--- src/rtl/qam_coherent_demodulator.sv ---
`default_nettype none
// +-----------------------------------------------------------------------------+
// | Module  : qam_coherent_demodulator                                          |
// | Brief   : Coherent 16-QAM demodulator: carrier mix, integrate-and-dump per  |
// |           symbol, Gray-coded I/Q slicer with valid/ready output.            |
// |           Optional accumulator saturation via `QAM_DEMOD_SAT_EN.           |
// | Revision: 1.0 - initial release                                             |
// +-----------------------------------------------------------------------------+
module qam_coherent_demodulator #(
    parameter int                    WAVE_WIDTH      = 16,
    parameter int                    WAVE_WIDTH_F    = 14,
    parameter int                    SAMPLES_PER_SYM = 100,
    parameter int                    CNT_WIDTH       = 10,
    parameter int                    ACC_WIDTH       = 48,
    parameter logic [ACC_WIDTH-1:0]  SLICE_THR       = 48'd8858370048
) (
    input  logic                  clk,
    input  logic                  reset,
    input  logic [WAVE_WIDTH-1:0] rx_sample,
    input  logic [WAVE_WIDTH-1:0] carrier_cos,
    input  logic [WAVE_WIDTH-1:0] carrier_sin,
    input  logic                  sample_valid,
    input  logic                  sym_sync,
    output logic                  sym_valid,
    input  logic                  sym_ready,
    output logic [ACC_WIDTH-1:0]  sym_i,
    output logic [ACC_WIDTH-1:0]  sym_q,
    output logic [3:0]            sym_bits,
    output logic                  overrun,
    output logic                  sat_flag
);

    localparam logic [CNT_WIDTH-1:0] c_LAST = CNT_WIDTH'(SAMPLES_PER_SYM - 1);

    generate
        if ((2**CNT_WIDTH) <= SAMPLES_PER_SYM || ACC_WIDTH < 2*WAVE_WIDTH ||
            WAVE_WIDTH_F >= WAVE_WIDTH) begin : g_param_check
            $error("qam_coherent_demodulator: illegal parameter combination");
        end
    endgenerate

    typedef enum logic [0:0] {
        ST_IDLE      = 1'b0,
        ST_INTEGRATE = 1'b1
    } state_t;

    state_t                       r_state, w_state_next;
    logic [CNT_WIDTH-1:0]         r_count;
    logic signed [ACC_WIDTH-1:0]  r_acc_i, r_acc_q;
    logic [ACC_WIDTH-1:0]         r_sym_i, r_sym_q;
    logic [3:0]                   r_sym_bits;
    logic                         r_sym_valid, r_overrun, r_sat_flag;

    logic signed [2*WAVE_WIDTH-1:0] w_prod_i, w_prod_q;
    logic signed [ACC_WIDTH-1:0]    w_ext_i, w_ext_q, w_base_i, w_base_q, w_sum_i, w_sum_q;
    logic [CNT_WIDTH-1:0]           w_pos;
    logic                           w_first, w_accept, w_dump, w_clamp;

    // A qualified sync always restarts the symbol, so that sample is position 0.
    assign w_first  = sample_valid & sym_sync;
    assign w_accept = sample_valid & (sym_sync | (r_state == ST_INTEGRATE));
    assign w_pos    = w_first ? '0 : r_count;
    assign w_dump   = w_accept & (w_pos == c_LAST);

    assign w_prod_i = $signed(rx_sample) * $signed(carrier_cos);
    assign w_prod_q = $signed(rx_sample) * $signed(carrier_sin);
    assign w_ext_i  = ACC_WIDTH'(w_prod_i);
    assign w_ext_q  = ACC_WIDTH'(w_prod_q);
    assign w_base_i = w_first ? '0 : r_acc_i;
    assign w_base_q = w_first ? '0 : r_acc_q;

`ifdef QAM_DEMOD_SAT_EN
    localparam logic [ACC_WIDTH-1:0] c_ACC_MAX = {1'b0, {(ACC_WIDTH-1){1'b1}}};
    localparam logic [ACC_WIDTH-1:0] c_ACC_MIN = {1'b1, {(ACC_WIDTH-1){1'b0}}};

    logic signed [ACC_WIDTH:0] w_raw_i, w_raw_q;
    logic                      w_ovf_i, w_ovf_q;

    assign w_raw_i = (ACC_WIDTH+1)'(w_base_i) + (ACC_WIDTH+1)'(w_ext_i);
    assign w_raw_q = (ACC_WIDTH+1)'(w_base_q) - (ACC_WIDTH+1)'(w_ext_q);
    assign w_ovf_i = w_raw_i[ACC_WIDTH] ^ w_raw_i[ACC_WIDTH-1];
    assign w_ovf_q = w_raw_q[ACC_WIDTH] ^ w_raw_q[ACC_WIDTH-1];
    assign w_sum_i = w_ovf_i ? (w_raw_i[ACC_WIDTH] ? c_ACC_MIN : c_ACC_MAX) : w_raw_i[ACC_WIDTH-1:0];
    assign w_sum_q = w_ovf_q ? (w_raw_q[ACC_WIDTH] ? c_ACC_MIN : c_ACC_MAX) : w_raw_q[ACC_WIDTH-1:0];
    assign w_clamp = w_accept & (w_ovf_i | w_ovf_q);
`else
    assign w_sum_i = w_base_i + w_ext_i;
    assign w_sum_q = w_base_q - w_ext_q;
    assign w_clamp = 1'b0;
`endif

    // Gray pair {neg, inner}: +3->00, +1->01, -1->11, -3->10.
    function automatic logic [1:0] f_slice(input logic signed [ACC_WIDTH-1:0] x);
        logic [ACC_WIDTH-1:0] mag;
        mag = x[ACC_WIDTH-1] ? ACC_WIDTH'(-x) : x;
        return {x[ACC_WIDTH-1], (mag < SLICE_THR)};
    endfunction

    always_comb begin
        w_state_next = r_state;
        if (r_state == ST_IDLE && w_first) begin
            w_state_next = ST_INTEGRATE;
        end
    end

    always_ff @(posedge clk) begin
        if (!reset) begin
            r_state    <= ST_IDLE;
            r_count    <= '0;
            r_acc_i    <= '0;
            r_acc_q    <= '0;
            r_sat_flag <= 1'b0;
        end else begin
            r_state <= w_state_next;
            if (w_accept) begin
                if (w_dump) begin
                    r_count <= '0;
                    r_acc_i <= '0;
                    r_acc_q <= '0;
                end else begin
                    r_count <= w_pos + 1'b1;
                    r_acc_i <= w_sum_i;
                    r_acc_q <= w_sum_q;
                end
            end
            if (w_clamp) begin
                r_sat_flag <= 1'b1;
            end
        end
    end

    // A dump that meets an unaccepted result is dropped and flagged.
    always_ff @(posedge clk) begin
        if (!reset) begin
            r_sym_valid <= 1'b0;
            r_sym_i     <= '0;
            r_sym_q     <= '0;
            r_sym_bits  <= '0;
            r_overrun   <= 1'b0;
        end else if (w_dump) begin
            if (!r_sym_valid || sym_ready) begin
                r_sym_valid <= 1'b1;
                r_sym_i     <= w_sum_i;
                r_sym_q     <= w_sum_q;
                r_sym_bits  <= {f_slice(w_sum_i), f_slice(w_sum_q)};
            end else begin
                r_overrun <= 1'b1;
            end
        end else if (r_sym_valid && sym_ready) begin
            r_sym_valid <= 1'b0;
        end
    end

    assign sym_valid = r_sym_valid;
    assign sym_i     = r_sym_i;
    assign sym_q     = r_sym_q;
    assign sym_bits  = r_sym_bits;
    assign overrun   = r_overrun;
    assign sat_flag  = r_sat_flag;

endmodule
`default_nettype wire

--- config.mk ---
export PLATFORM = sky130hd
export DESIGN_NAME = qam_coherent_demodulator
export DESIGN_NICKNAME = d
export VERILOG_FILES = /design/src/rtl/qam_coherent_demodulator.sv
export SDC_FILE = /design/constraint.sdc
export NUM_CORES = 2
export LEC_CHECK = 0
export CAP_MARGIN = 5
export CORE_AREA = 2 2 254 256
export CTS_BUF_LIST = sky130_fd_sc_hd__clkbuf_8
export DETAILED_ROUTE_END_ITERATION = 6
export DIE_AREA = 0 0 256 258
export PLACE_DENSITY = 0.85
export RECOVER_POWER = 100
export SYNTH_ARGS = -nofsm -noshare
export SYNTH_HDL_FRONTEND = slang
export SYNTH_SLANG_ARGS = --single-unit
--- constraint.sdc ---
create_clock -name clk -period 16.8 [get_ports clk]
set_input_delay 5.04 -clock clk [delete_from_list [all_inputs] [get_ports clk]]
set_output_delay 5.04 -clock clk [all_outputs]
set_load 0.02 [all_outputs]
==> summary.md <==
| Metric | Value |
|---|---|
| Outcome | `finished with violations` |
| Failing checks | `capacitance limit, slew limit` |
| TritonCTS buffer count | `36` |
| Via density | `5.82` |
| Vias in the first global route | `32400` |
| Nets | `5402` |
| Maximum number of pins on one net before global-route repair | `125` |
| Final TNS setup | `0 ns` |
| Fin. max-slew vios | `291` |
| Cell area after layout | `40500 um^2` |
| Minimum clock period | `15.04 ns` |
| Metal3 WL | `10700 um` |
| Synth Area in XOR/XNOR | `0.0206` |
| Worst Path Max Fanout | `86` |
| WS Path Type | `in2reg` |
| Ratio of cells with drive above 1 in the final layout | `0.0294` |
| Clock sink count | `207` |
| Crit-path leading delay family | `simple AND/OR/NAND/NOR gates` |
| DRC viols | `0` |
| WL met2 | `47300 um` |
| Worst hold path class | `reg2reg` |
| Wl on met1 | `44600 um` |
| Die area | `66000 um^2` |
| Syn nets | `5397` |
| DP Area | `39800 um^2` |
| Cell mode on critical path | `fa_1` |
| Row count | `93` |
| Adder-cell share of the synthesized area | `0.474` |
| Reg2reg path depth | `22` |
| Final setup vio count | `0` |
| P&R area growth vs syn | `7.24%` |
| Yosys warns | `0` |
| Synth Area per Inst | `8.66 um^2` |
| Area leader, netlist | `fa_1` |
| Period utilization | `0.895` |
| Dominant synthesized flop cell | `dfxtp_1` |
| Hold Slack | `0.448 ns` |
| Clock Path Buffers | `3` |
| Clock-pin slew on the worst setup and hold paths | `0.07 ns` |
| Skew-Pair Late Insertion Delay | `0.59 ns` |
| Largest family of logic cells by synthesized area | `adder cells` |
| Critical Path, Cell by Cell | `dlygate4sd3_1, nand2_1, and2_0, fa_1, fa_1, fa_1, fa_1, inv_1, fa_1, inv_1, ha_1, nand4_1, nor3_2, o2111ai_2, a2111oi_0, a211oi_1, o21bai_1, xor2_1, nor4_1, a31oi_1, a21o_1, nor4b_1, o2111ai_1, o21ai_1` |
| Critical path launch point type | `primary input` |
| Worst slew pin tran | `4.67 ns` |
| Gr ovfl total | `0` |
| Required @ worst endpoint | `17.31 ns` |
| Ports | `156` |
| CP arrival | `15.56 ns` |
| FF-to-FF setup slack | `8.77 ns` |
| Worst Hold Depth | `2` |
| Yosys reg bits | `207` |
| Max Clk Rate | `66.5 MHz` |
| Clock Skews | `0.0186 ns` |
| Number of port buffers | `154` |
| Root buf cell | `clkbuf_8` |
| CTS tree | `yes` |
| DR WL/cell | `20.2 um` |
| Post-synth top area share | `0.395` |
| Inst Count DP | `5183` |
| Most frequent cells in the layout | `835 x inv_1, 744 x fa_1, 590 x nand2_1` |
| # hold bufs at CTS | `0` |
| CP max stage delay | `1.55 ns` |
| Slowest cell on crit path | `nand2_1` |
| Initial antenna violation count | `1` |
| Starting Density | `0.594` |
| Post-synthesis cell count | `4361` |
| DRT iter0 DRCs | `2553` |
| Post-DRT Antenna Nets | `0` |
| Vias | `30600` |
| Mux share of post-synthesis cell area | `0.00195` |
| First-pass GRT wire length | `174000 um` |
| RSZ-0062 raised after global routing | `false` |
| Chip width | `256 um` |
| Simple-gate share of the synthesized area | `0.181` |
| Compound-cell area share of the yosys netlist | `0.107` |
| Top Layer Used | `met4` |
| Post-CTS sizing | `0` |
| Synth unique cells | `102` |
| Total GRT Usage | `0.331` |
| Drt pass-1 iters | `5` |
| H-tree Lvls | `2` |
| Final non-filler cell total | `5249` |
| Post-synth EDFFs | `0` |
| Worst setup EP type | `register` |
| GPL Wtd Cong | `0.982` |
| Core Area | `63600 um^2` |
| Postcts setup bufs | `0` |
| Post-synthesis sequential area ratio | `0.110` |
| Number of cells on the critical path | `24` |
| Slew headroom | `-2.13` |
| Mapped Area | `37800 um^2` |
| Routed wire length | `106000 um` |
| Max cap viols | `3` |
| Worst Path Buf+Inv | `3` |
| Ys async rst share | `0` |
| Post-detail-place hpwl | `83500 um` |
| Fin. Hold Viols | `0` |
| Die Y-Extent | `258 um` |
| Top cells by area, synth | `fa_1 39%, dfxtp_1 11%, inv_1 8.3%, ha_1 7.9%, nand2_1 5.9%` |
| Commonest non-fill, non-tap cell in the layout | `inv_1` |
## worst register-to-register path: cells and delay by family, from the launching register on
kind	cells	cell delay, ns
flip-flops	1	0.31
AND/OR/NAND/NOR	5	1.48
buffers and inverters	2	0.11
XOR/XNOR	1	0.25
AO/OA/AOI/OAI	8	2.80
adder cells (fa/ha/maj)	6	3.00
## cells by family after synthesis
logic type	after synthesis
buffers and inverters	1051
xor gates and xnor gates	89
adders and majority gates	983
AOI/OAI and AO/OA	615
muxes	7
other	1
and+or+nand+nor	1408
DFF	207
## flip-flops by register name, summed over array words and instances (netlist names)
register,cells
overrun,1
r_acc_i,48
r_acc_q,48
r_count,10
r_state,1
sym_bits,3
sym_i,48
sym_q,47
sym_valid,1
## synthesized netlist by cell type, types with 5 or more instances
cell type and count:
inv_1 834, fa_1 745, nand2_1 591, and2_1 328
ha_1 238, nor2_1 223, a21oi_1 216, dfxtp_1 207
clkbuf_1 190, a22oi_1 93, o21ai_0 83, xnor2_1 54
nand3_1 43, nor3_1 43, nand4_1 40, xor2_1 35
a21o_1 34, nor2b_1 27, or3_1 25, a211oi_1 21
o21a_1 20, buf_2 18, and3_1 16, o211ai_1 16
nor4_1 11, o21bai_1 11, o31ai_1 11, a31oi_1 10
and4_1 9, nand2b_1 9, a221oi_1 7, a211o_1 6
a311oi_1 5, nor4b_1 5, o21ai_1 5, o22ai_1 5
or2_2 5
## path summary, 6_finish.rpt
kind / from / end
max: sample_valid / sym_bits[0]$_SDFFE_PN0P_
min: r_acc_q[1]$_SDFFE_PN0P_ / r_acc_q[1]$_SDFFE_PN0P_
max reg2reg: r_acc_q[8]$_SDFFE_PN0P_ / sym_bits[0]$_SDFFE_PN0P_
min reg2reg: r_acc_q[1]$_SDFFE_PN0P_ / r_acc_q[1]$_SDFFE_PN0P_
## area by class of cell
class / instances / area [um^2]
inverters: 834 / 3130
clock buffers: 47 / 647
flip-flops and latches: 207 / 4140
repair buffers: 184 / 1730
clock inverters: 18 / 154
well taps: 855 / 1070
fillers: 5235 / 23100
diodes: 1 / 2.50
multi-input cells: 3103 / 29600
## metal layers
metal | GRT usage | vias to the layer above
met5 | 0 | -
met4 | 0.102 | 0
met1 | 0.474 | 15300
li1 | - | 13600
met2 | 0.512 | 1486
met3 | 0.0665 | 198
## metrics by stage
step / setup slack (ns) / util
6_report: 1.76 / 0.636
4_1_cts: 2.92 / 0.637
5_1_grt: 1.17 / 0.636
3_5_place_dp: 2.36 / 0.625
2_1_floorplan: 3.92 / -
3_3_place_gp: 2.60 / 0.625
Power is not shown: default switching activity piles up to over one toggle a cycle in this logic, so the estimate is an artifact.
